[config.mk]
export PLATFORM = sky130hd
export DESIGN_NAME = stump_control_mc
export DESIGN_NICKNAME = d
export VERILOG_FILES = /design/src/rtl/stump_control_mc.sv
export SDC_FILE = /design/constraint.sdc
export NUM_CORES = 1
export LEC_CHECK = 0
export BUFFER_PORTS_ARGS = -buffer_cell sky130_fd_sc_hd__buf_4
export CAP_MARGIN = 20
export CELL_PAD_IN_SITES_DETAIL_PLACEMENT = 2
export CELL_PAD_IN_SITES_GLOBAL_PLACEMENT = 2
export CORE_MARGIN = 8
export CORE_UTILIZATION = 23
export CTS_CLUSTER_DIAMETER = 200
export DETAILED_ROUTE_END_ITERATION = 10
export PLACE_DENSITY = 0.77
export SYNTH_ARGS = -nofsm -noshare
export SYNTH_HDL_FRONTEND = slang
export SYNTH_SLANG_ARGS = --single-unit
[constraint.sdc]
create_clock -name clk_i -period 2.4 [get_ports clk_i]
set_clock_uncertainty 0.15 [all_clocks]
set_input_delay 0.48 -clock clk_i [delete_from_list [all_inputs] [get_ports clk_i]]
set_output_delay 0.48 -clock clk_i [all_outputs]
set_load 0.02 [all_outputs]
[src/rtl/stump_control_mc.sv]
// stump_control_mc: multi-cycle control FSM for the Stump processor.
//
// The FSM walks FETCH -> EXECUTE -> (MEMORY) -> FETCH. HALT is entered only
// when the optional bus timeout is compiled in.
//
// Ports:
//   clk_i        system clock; all state changes on its rising edge
//   rst_ni       asynchronous active-low reset
//   ir_i         current instruction (Stump encoding)
//   cc_i         current flags {N,Z,V,C}
//   mem_ready_i  memory completes the current access this cycle
//   stall_i      freeze request from the debug/bus master
//   fetch_o, execute_o, memory_o, halted_o   one-hot state indicators
//   ir_en_o, pc_en_o        IR load enable, PC increment enable
//   reg_write_o, cc_en_o    register-file write enable, flag update enable
//   mem_ren_o, mem_wen_o    memory read and write strobes
//   bus_err_o               sticky timeout error flag
//   wait_cnt_o              current wait-cycle count (saturating)
//
// Build option: define STUMP_TIMEOUT_EN to enable the memory-wait timeout,
// which moves the FSM to HALT and sets bus_err_o. Without it HALT is
// unreachable, bus_err_o is 0 and waits are unbounded.
// TIMEOUT must be in 1..255 and below 2**CNT_W.

module stump_control_mc #(
    parameter int unsigned TIMEOUT = 15,
    parameter int unsigned CNT_W   = 8
) (
    input  logic             clk_i,
    input  logic             rst_ni,
    input  logic [15:0]      ir_i,
    input  logic [3:0]       cc_i,
    input  logic             mem_ready_i,
    input  logic             stall_i,
    output logic             fetch_o,
    output logic             execute_o,
    output logic             memory_o,
    output logic             halted_o,
    output logic             ir_en_o,
    output logic             pc_en_o,
    output logic             reg_write_o,
    output logic             cc_en_o,
    output logic             mem_ren_o,
    output logic             mem_wen_o,
    output logic             bus_err_o,
    output logic [CNT_W-1:0] wait_cnt_o
);

    typedef enum logic [1:0] {StFetch, StExecute, StMemory, StHalt} state_e;

    state_e           state_q, state_d;
    logic [CNT_W-1:0] wait_cnt_q, wait_cnt_d;
    logic             timeout;
    logic             cond_true;
    logic             is_ldst, is_bcc;
    logic             flag_n, flag_z, flag_v, flag_c;

    // Only opcode, S/cond and store bits steer the controller.
    logic unused_ir;
    assign unused_ir = ^{ir_i[12], ir_i[7:0]};

    assign is_ldst = (ir_i[15:13] == 3'b110);
    assign is_bcc  = (ir_i[15:13] == 3'b111);
    assign {flag_n, flag_z, flag_v, flag_c} = cc_i;

    // Bcc condition table, ir[11:8].
    always_comb begin
        cond_true = 1'b0;
        unique case (ir_i[11:8])
            4'h0: cond_true = 1'b1;                          // BAL
            4'h1: cond_true = 1'b0;                          // BNV
            4'h2: cond_true = !flag_c && !flag_z;            // BHI
            4'h3: cond_true = flag_c || flag_z;              // BLS
            4'h4: cond_true = !flag_c;                       // BCC
            4'h5: cond_true = flag_c;                        // BCS
            4'h6: cond_true = !flag_z;                       // BNE
            4'h7: cond_true = flag_z;                        // BEQ
            4'h8: cond_true = !flag_v;                       // BVC
            4'h9: cond_true = flag_v;                        // BVS
            4'ha: cond_true = !flag_n;                       // BPL
            4'hb: cond_true = flag_n;                        // BMI
            4'hc: cond_true = !(flag_n ^ flag_v);            // BGE
            4'hd: cond_true = flag_n ^ flag_v;               // BLT
            4'he: cond_true = !((flag_n ^ flag_v) || flag_z); // BGT
            4'hf: cond_true = (flag_n ^ flag_v) || flag_z;   // BLE
            default: cond_true = 1'b0;
        endcase
    end

`ifdef STUMP_TIMEOUT_EN
    assign timeout = !mem_ready_i && (wait_cnt_q >= CNT_W'(TIMEOUT));
`else
    assign timeout = 1'b0;
`endif

    // State and wait counter register.
    always_ff @(posedge clk_i or negedge rst_ni) begin
        if (!rst_ni) begin
            state_q    <= StFetch;
            wait_cnt_q <= '0;
        end else begin
            state_q    <= state_d;
            wait_cnt_q <= wait_cnt_d;
        end
    end

    // Next state. A stall freezes everything, including a same-cycle mem_ready.
    always_comb begin
        state_d    = state_q;
        wait_cnt_d = wait_cnt_q;
        if (!stall_i) begin
            unique case (state_q)
                StFetch, StMemory: begin
                    if (mem_ready_i) begin
                        state_d    = (state_q == StFetch) ? StExecute : StFetch;
                        wait_cnt_d = '0;
                    end else if (timeout) begin
                        state_d = StHalt;
                    end else if (wait_cnt_q != '1) begin
                        wait_cnt_d = wait_cnt_q + 1'b1;
                    end
                end
                StExecute: begin
                    state_d    = is_ldst ? StMemory : StFetch;
                    wait_cnt_d = '0;
                end
                StHalt: state_d = StHalt;
                default: state_d = StFetch;
            endcase
        end
    end

    // Strobes and enables: combinational, forced low in reset, stall and HALT.
    always_comb begin
        ir_en_o     = 1'b0;
        pc_en_o     = 1'b0;
        reg_write_o = 1'b0;
        cc_en_o     = 1'b0;
        mem_ren_o   = 1'b0;
        mem_wen_o   = 1'b0;
        if (rst_ni && !stall_i) begin
            unique case (state_q)
                StFetch: begin
                    mem_ren_o = 1'b1;
                    ir_en_o   = mem_ready_i;
                    pc_en_o   = mem_ready_i;
                end
                StExecute: begin
                    if (is_bcc) begin
                        reg_write_o = cond_true;
                    end else if (!is_ldst) begin
                        reg_write_o = 1'b1;
                        cc_en_o     = ir_i[11];
                    end
                end
                StMemory: begin
                    if (ir_i[11]) begin
                        mem_wen_o = 1'b1;
                    end else begin
                        mem_ren_o   = 1'b1;
                        reg_write_o = mem_ready_i;
                    end
                end
                default: ;
            endcase
        end
    end

    assign fetch_o    = (state_q == StFetch);
    assign execute_o  = (state_q == StExecute);
    assign memory_o   = (state_q == StMemory);
    assign halted_o   = (state_q == StHalt);
    assign wait_cnt_o = wait_cnt_q;

`ifdef STUMP_TIMEOUT_EN
    logic bus_err_q;

    always_ff @(posedge clk_i or negedge rst_ni) begin
        if (!rst_ni) begin
            bus_err_q <= 1'b0;
        end else if (state_d == StHalt) begin
            bus_err_q <= 1'b1;
        end
    end

    assign bus_err_o = bus_err_q;
`else
    assign bus_err_o = 1'b0;
`endif

endmodule
* Word level (Yosys, flattened, before mapping)
Index checks and enable logic that the tools add are counted.
** Operators by class
- Muxes and demuxes :: 25
- Bitwise gates (word level) :: 2
- Reductions and logical operators :: 17
- Add/subtract/negate cells :: 1
- Eq/ne operators :: 23
** Operators by type and width (number)
- equality test 4 bit (second input constant) :: 8
- equality test 4 x 3 -> 1 bit (second input constant) :: 4
- two-way mux 1 bit :: 16
- two-way mux 8 bit :: 2
- one-hot mux 1 bit (16 select lines) :: 1
- one-hot mux 8 bit (2 select lines) :: 1
- adder 8 x 1 -> 8 bit (second input constant) :: 1
- equality test 4 x 2 -> 1 bit (second input constant) :: 2
- != test 8 bit (second input constant) :: 1
- zero test 1 bit :: 7
- equality test 3 bit (second input constant) :: 2
- one-hot mux 2 bit (3 select lines) :: 1
- equality test 2 bit (second input constant) :: 2
- equality test 4 x 1 -> 1 bit (second input constant) :: 1
- zero test 4 bit :: 1
- two-way mux 2 bit :: 2
- one-hot mux 1 bit (2 select lines) :: 2
- != test 3 bit (second input constant) :: 1
- AND reduction 3 bit :: 1
- equality test 2 x 1 -> 1 bit (second input constant) :: 1
- logical AND 1 bit :: 2
- zero test 2 bit :: 1
- logical OR 1 bit :: 2
- != test 2 bit (second input constant) :: 1
- other kinds (5) :: 5
** Storage, ports and cells
- Input port bits :: 24
- Bits in registers :: 10
- Output and inout port bits :: 19
- Logic and storage cells :: 70

* Longest topological paths before layout
Gate-level depths: netlist (run 1).
- Word-level depth :: 7
- Mapped depth :: 7
- Depth with buffers taken out :: 7

* Worst setup path after synthesis (run 1)
OpenSTA, ideal clock, no wires.
- Path kind :: register -> output
- From :: register state_q[0]
- To :: output reg_write_o
- Data arrival time :: 1.489 ns
- Required time :: 1.770 ns
- Path buffers :: 0
- Stages on the path, launching flop included :: 6
- Slack :: 0.281 ns
- Cells stage by stage :: dfrtp_1 inv_1 ha_1 nor2b_1 a22oi_1 o22ai_1
** Between the ends
- Word-level cells in the longest chain between the ends :: 3
- Elaborated cells between the ends (all ways) :: 4
- Classes of those cells :: 2 x eq/ne; 2 x mux
** Ends and longest elaborated chain
- from (decl) :: RTL line 51 : state_e state_q, state_d;
- from (signal assigned) :: RTL line 99 : state_q <= StFetch;
- from (signal assigned) :: RTL line 102 : state_q <= state_d;
- equality test 2 bit
- named net memory_o :: RTL line 37 : output logic memory_o,
- one-hot mux 1 bit (2 select lines) :: RTL line 142 : unique case (state_q)
- two-way mux 1 bit :: RTL line 141 : if (rst_ni && !stall_i) begin
- to (decl) :: RTL line 41 : output logic reg_write_o,
The timed path passes the listed nets, and every way through them passes these cells.

* Worst setup path after layout (run 1)
- From :: input ir_i[10]
- To :: output reg_write_o
** Between the ends
- Word-level cells in the longest chain between the ends :: 5
- Elaborated cells between the ends (all ways) :: 20
- Classes of those cells :: 15 x eq/ne; 4 x mux; 1 x reduce/logical
** Ends and longest elaborated chain
- from (decl) :: RTL line 31 : input logic [15:0] ir_i,
- equality test 4 bit, or another cell as far along :: RTL line 69 : unique case (ir_i[11:8])
- one-hot mux 1 bit (16 select lines) * :: RTL line 69
- two-way mux 1 bit * :: RTL line 149 : if (is_bcc) begin
- one-hot mux 1 bit (2 select lines) * :: RTL line 142
- two-way mux 1 bit * :: RTL line 141
Mark *: on every way between the ends. The rest lies on a longest branch, timed or not.

==> results.toml, run 1 <==
[finish]
multi_input_area_um2 = 505.5
synthToLayoutAreaGrowth_pct = 45.63
n_antenna_cell = 0
filler_cell_count = 407
drive_above_1_share_pct = 36.92
design.final.nets = 160
regArea_um2 = 251.5

[synth]
synthMuxAreaShare_pct = 1.431
synthTopCellsByArea = "dfrtp_1 32%, ha_1 7.9%, o21ai_0 5.1%"
synth_largest_type_area_fraction_pct = 31.80
synthXorXnorAreaFrac_pct = 2.226
synthSimpleGateAreaFrac_pct = 31.32
yosys.area_share.adder_pct = 7.949
net_count_after_synthesis = 121
yosysSeqAreaShare_pct = 31.80
synth_warnings = 0
post_synth_inst_count = 92
synth_cell_area_um2 = 787.0
synthesis.area_per_instance_um2 = 8.554
ys_ff_latch = 10
synth_compound_area_share_pct = 20.51
combinational_family_with_the_most_area_after_synthesis = "simple AND/OR/NAND/NOR gates"
yosys.cell_types.count = 34
netlist.top_cell.by_area = "dfrtp_1"

[floorplanning]
dieArea_um2 = 5550
start_util_pct = 23.77
die-width_um = 74.50
chipHeight_um = 74.50
placement_rows = 21
core_area_um2 = 3311
top_level_ports = 43

[critical_path]
worst_r2r_path_depth = 7
worst-r2r-setup-slack_ps = 290
regToRegStartpoint = "wait_cnt_o[0]"
critical_path.reg2reg.endpoint = "wait_cnt_o[2]"
worst_ep_required_time_ps = 1770
crit_path_start_kind = "input port"
critical_path.endpoint_type = "output port"
path_max_fanout = 5
crit_arrival_ps = 1640
criticalPathCategory = "input port to output port"

[clock_tree]
ctsRootBufferMaster = "clkbuf_4"
clock_insertion_delay_worst_skew_ps = 270
clkSinkCount = 10
clock_path_buffers = 2
ctsHtreeMaxLevel = 1
cts_tree = "done"
cts_inserted_buffers = 3
clkSlewWorstSetupHoldPaths_ps = 80

[sta]
finalHoldViolations = 0
final.min_clock_period_ps = 2271
final.hold.worst_slack_ps = 378.7
unrepaired_setup_endpoints_after_global_routing = "false"
setup_viol_count_final = 0
totalNegativeSetupSlack_ps = 0
maxSlewViolCount = 0
timing.final.crit_share_pct = 94.61
maximum_clock_rate_ghz = 0.4404

[grt]
groute.usage.overall_pct = 10.56
grt_start_max_net_pins = 11
grt_antenna_before_repair = 0
gr-total-overflow = 0
globalRouteMet3Util_pct = 2.965
grt_util_met2_pct = 18.01
global_route.peak_usage_layer = "met2"
first_pass_grt_wire_length_um = 4623
globalRouteMet1Util_pct = 12.15
number_of_global_route_vias_before_repair = 925

[hold_path]
worst_hold_path.num_cells = 1
worst_case_hold_path_end_point = "wait_cnt_o[3]"
worst_hold_startpoint = "wait_cnt_o[3]"
hold_path.class = "flop to flop"

[power_and_ir_drop]
power.ir.vdd_worst_mv = 0.3229
post-layout-total-power_uw = 926.8
p_per_area_nw_per_um2 = 808.7
cellLeakagePower_nw = 0.5456

[route]
route.antenna.remaining_nets = 0
route.detailed.vias_per_inst = 4.824
drt_pass1_iterations = 3
dr_total_vias = 849
post-route-drc-count = 0
route.final.wire_length_um = 2806
drtIter0Drc = 15
wirelength_per_cell_um = 15.94

[placement]
gp_congestion = 0.7196
buffer_ports.inserted = 32
post-dp-hpwl_um = 2277

[status]
run_status = "complete, no violations"

[run]
maxCapViolations = 0
-- placed cells by master (no fill, tap or decap), types with 2 or more instances in the layout --
master / n
nand2b_1: 3
xnor2_1: 2
o21ai_0: 8
nor3_1: 2
inv_1: 4
nor4bb_1: 2
nand3_1: 3
nand2_1: 7
ha_1: 5
nor3b_1: 2
and3_1: 4
a21oi_1: 3
clkbuf_4: 3
o31ai_1: 3
dfrtp_1: 9
nor2_1: 10
o21ai_1: 4
buf_4: 36
-- how the worst max path moves through the flow --
stage | from | endpoint | slack (ps)
after floorplan | state_q[0] | reg_write_o | 280
after global placement | ir_i[10] | reg_write_o | 170
after detailed placement | ir_i[10] | reg_write_o | 120
after CTS | state_q[0] | reg_write_o | 30
after global routing | ir_i[10] | reg_write_o | 10
final | ir_i[10] | reg_write_o | 130
-- state kept, by name, summed over array words and instances, names as in the netlist --
| register | flops |
|---|---|
| wait_cnt_o | 8 |
| state_q | 2 |
-- Yosys cell counts, drive strengths merged --
| master | count |
|---|---|
| nand4 | 1 |
| and4 | 1 |
| o21a | 1 |
| o31ai | 3 |
| nand2b | 3 |
| or2 | 2 |
| nor4bb | 2 |
| nor3b | 2 |
| nor2 | 10 |
| ha | 5 |
| o21ai | 12 |
| and3 | 5 |
| dfrtp | 10 |
| clkbuf | 1 |
| o41ai | 1 |
| nand3 | 4 |
| conb | 1 |
| nand2 | 7 |
| nor2b | 2 |
| xnor2 | 2 |
| mux2 | 1 |
| a21oi | 3 |
| inv | 4 |
| a22oi | 1 |
| o22ai | 1 |
| o221ai | 1 |
| a31oi | 1 |
| or2b | 1 |
| buf | 2 |
| nor3 | 2 |
-- repair_timing --
| item | 4_1_cts | 5_1_grt |
|---|---|---|
| buffers inserted | 0 | 2 |
| endpoints found under the hold margin | 10 | 0 |
| pin swaps | 0 | 0 |
| hold buffers | 1 | 0 |
| gates resized for setup | 1 | 1 |
| setup endpoints to repair | 1 | 1 |
-- through the flow --
stage / cell area [um^2] / util, % / std cells / worst slack, ps
finish: 1146 / 34.62 / 176 / 129.3
global route: 1146 / 34.62 / 176 / 14.13
CTS: 1129 / 34.09 / 174 / 26.97
detailed placement: 1081 / 32.65 / 169 / 115.9
global placement: 1081 / 32.65 / 169 / 171.0
floorplan: 787.0 / - / 92 / 280.9
-- cells by family (layout without fill, tap and decap cells) --
group	Yosys count	after routing
adder cells (fa/ha/maj)	5	5
AO/OA/AOI/OAI	24	24
other	1	1
buffers and inverters	7	45
multiplexers	1	1
AND/OR/NAND/NOR	42	42
XOR/XNOR	2	2
flip-flops	10	10
-- area by class of cell --
class / count / area share, %
multi-input cells: 75 / 44.10
clock buffers: 4 / 3.166
inverters: 4 / 1.310
well taps: 46 / 5.022
flip-flops and latches: 10 / 21.94
repair buffers: 37 / 24.45
-- critical path, cell delays in order --
cell	delay, ps
buf_4	130
nor4bb_1	140
nor3_1	190
o221ai_1	160
xnor2_1	170
o22ai_1	210
buf_4	180
-- power by group --
part / leakage [nW] / internal, mW / switching (mW)
registers: 0.135 / 0.201 / 0.0402
clock network: 0.0210 / 0.0923 / 0.0661
logic: 0.390 / 0.224 / 0.303
-- metal layers --
| layer | wire length [um] | vias up | part of all wire [%] |
|---|---|---|---|
| met4 | 25 | 0 | 0.89 |
| li1 | - | 405 | - |
| met3 | 229 | 4 | 8.2 |
| met2 | 1309 | 32 | 47 |
| met5 | 0 | - | 0 |
| met1 | 1242 | 408 | 44 |
(Power assumes the default switching activity.)
==> run 2: changes to the inputs <==
==> constraint.sdc (replaced) <==
create_clock -name clk_i -period 2.3 [get_ports clk_i]
set_clock_uncertainty 0.15 [all_clocks]
set_input_delay 0.46 -clock clk_i [delete_from_list [all_inputs] [get_ports clk_i]]
set_output_delay 0.46 -clock clk_i [all_outputs]
set_load 0.02 [all_outputs]
==> run 2 against run 1 <==
Total power is 3.0% higher; cell count is 0.57% lower; final area is 0.33% higher; combinational power is 10% higher; setup slack better by 2.2 ps; worst hold slack worse by 9.5 ps; global-route usage hardly changed; sequential cell count stayed put.
==> results.toml, run 2 (same netlist as run 1, synthesis figures left out) <==
[hold_path]
worst_case_hold_path_end_point = "wait_cnt_o[3]"
worst_hold_path.num_cells = 1
worst_hold_startpoint = "wait_cnt_o[3]"
hold_path.class = "flop to flop"

[run]
maxCapViolations = 0

[grt]
grt_start_max_net_pins = 11
grt_antenna_before_repair = 0
number_of_global_route_vias_before_repair = 948
groute.usage.overall_pct = 10.54
first_pass_grt_wire_length_um = 4616
gr-total-overflow = 0

[finish]
largest_register_ff_count = 8
mostFrequentLayoutCell = "buf_4"
design.final.nets = 160
filler_cell_count = 415
synthToLayoutAreaGrowth_pct = 46.10
regArea_um2 = 251.5
multi_input_area_um2 = 523.0
layout.cells.most_common_list = "36 x buf_4, 10 x nor2_1, 9 x dfrtp_1"
stdcell_area_um2 = 1150
drive_above_1_share_pct = 39.53
final_cell_count_no_fill = 175
n_antenna_cell = 0

[sta]
setup_viol_count_final = 0
maximum_clock_rate_ghz = 0.4612
unrepaired_setup_endpoints_after_global_routing = "false"
totalNegativeSetupSlack_ps = 0
maxSlewViolCount = 0
timing.final.crit_share_pct = 94.28
finalHoldViolations = 0
final.min_clock_period_ps = 2168

[floorplanning]
top_level_ports = 43
chipHeight_um = 74.50
core_area_um2 = 3311
start_util_pct = 23.77
placement_rows = 21
die-width_um = 74.50
dieArea_um2 = 5550

[critical_path]
critical_path.endpoint_type = "output port"
criticalPathCategory = "input port to output port"
worst-r2r-setup-slack_ps = 350
regToRegStartpoint = "state_q[0]"
crit_path_start_kind = "input port"
worst_r2r_path_depth = 5
path_max_fanout = 5
worst_ep_required_time_ps = 1690
critical_path.reg2reg.endpoint = "wait_cnt_o[3]"
crit_arrival_ps = 1560

[route]
post-route-drc-count = 0
drtIter0Drc = 14
route.antenna.remaining_nets = 0
drt_pass1_iterations = 2
route.final.wire_length_um = 2752
wirelength_per_cell_um = 15.73
route.detailed.vias_per_inst = 4.926
dr_total_vias = 862

[clock_tree]
ctsHtreeMaxLevel = 1
clock_path_buffers = 2
clock_insertion_delay_worst_skew_ps = 270
clkSlewWorstSetupHoldPaths_ps = 70
clkSinkCount = 10
cts_tree = "done"
cts_inserted_buffers = 3
ctsRootBufferMaster = "clkbuf_4"

[placement]
numPlacedInstances = 169
postPlaceCellArea_um2 = 1081
gp_congestion = 0.7021
post-dp-hpwl_um = 2166
buffer_ports.inserted = 32

[status]
run_status = "complete, no violations"

[power_and_ir_drop]
cellLeakagePower_nw = 0.5352
power.ir.vdd_worst_mv = 0.2820
p_per_area_nw_per_um2 = 829.8
==> run 2: cell types whose count changed in the layout (fill, tap and decap cells not counted) <==
cell,previous run,this run
ha_1,5,2
ha_4,0,1
ha_2,0,2
inv_2,0,1
clkbuf_8,1,0
inv_1,4,3
==> run 2: worst max path at each step <==
| stage | depth (start not counted) | from | slack, ps | endpoint |
|---|---|---|---|---|
| 2_1_floorplan | 5 | state_q[0] | 200 | reg_write_o |
| 3_3_place_gp | 7 | ir_i[10] | 120 | reg_write_o |
| 3_5_place_dp | 7 | ir_i[11] | 120 | reg_write_o |
| 4_1_cts | 6 | state_q[0] | 70 | reg_write_o |
| 5_1_grt | 7 | ir_i[11] | 8 | reg_write_o |
| 6_report | 7 | ir_i[10] | 130 | reg_write_o |
==> run 2: layout make-up <==
type                       instances  share of cell area [%]
timing repair buffer              37                   24.37
multi-input combinational         75                   45.48
clock buffer                       3                   1.959
sequential                        10                   21.87
tap                               46                   5.005
inverter                           4                   1.306
==> run 2: worst max-delay path: stages <==
cell and delay (ps):
buf_4 130, nor4bb_1 130, nor3_1 190, o221ai_1 160
xnor2_1 150, o22ai_1 170, buf_4 170
==> run 2: through the flow <==
| step | util (%) | hold slack, ps | setup WS (ps) | power, mW |
|---|---|---|---|---|
| after floorplan | - | 14.41 | 200.9 | 0.5709 |
| after global placement | 32.65 | 255.6 | 124.7 | 0.7543 |
| after detailed placement | 32.65 | 260.0 | 122.3 | 0.7828 |
| after CTS | 33.90 | 378.2 | 65.73 | 0.9247 |
| after global routing | 34.73 | 409.5 | 7.715 | 1.041 |
| final | 34.73 | 369.1 | 131.5 | 0.9542 |
==> run 2: layer usage <==
| layer | GRT usage (%) | vias to the layer above | wire [um] |
|---|---|---|---|
| met5 | 0 | - | 0 |
| met4 | 4.565 | 0 | 41 |
| met3 | 3.235 | 5 | 309 |
| met2 | 17.91 | 33 | 1265 |
| met1 | 11.78 | 422 | 1136 |
| li1 | - | 402 | - |
==> run 2: what timing repair did <==
item                                   CTS  global route
hold buffers                             1             0
setup buffers                            1             1
pin swaps                                0             0
endpoints found under the hold margin   10             0
gates resized for setup                  1             5
setup endpoints to repair                1             1
cloned                                   0             0
==> run 2: power breakdown <==
| part | switching, mW | internal, mW |
|---|---|---|
| Sequential | 0.0403 | 0.210 |
| Combinational | 0.325 | 0.257 |
| Clock | 0.0613 | 0.0606 |
| Total | 0.426 | 0.528 |
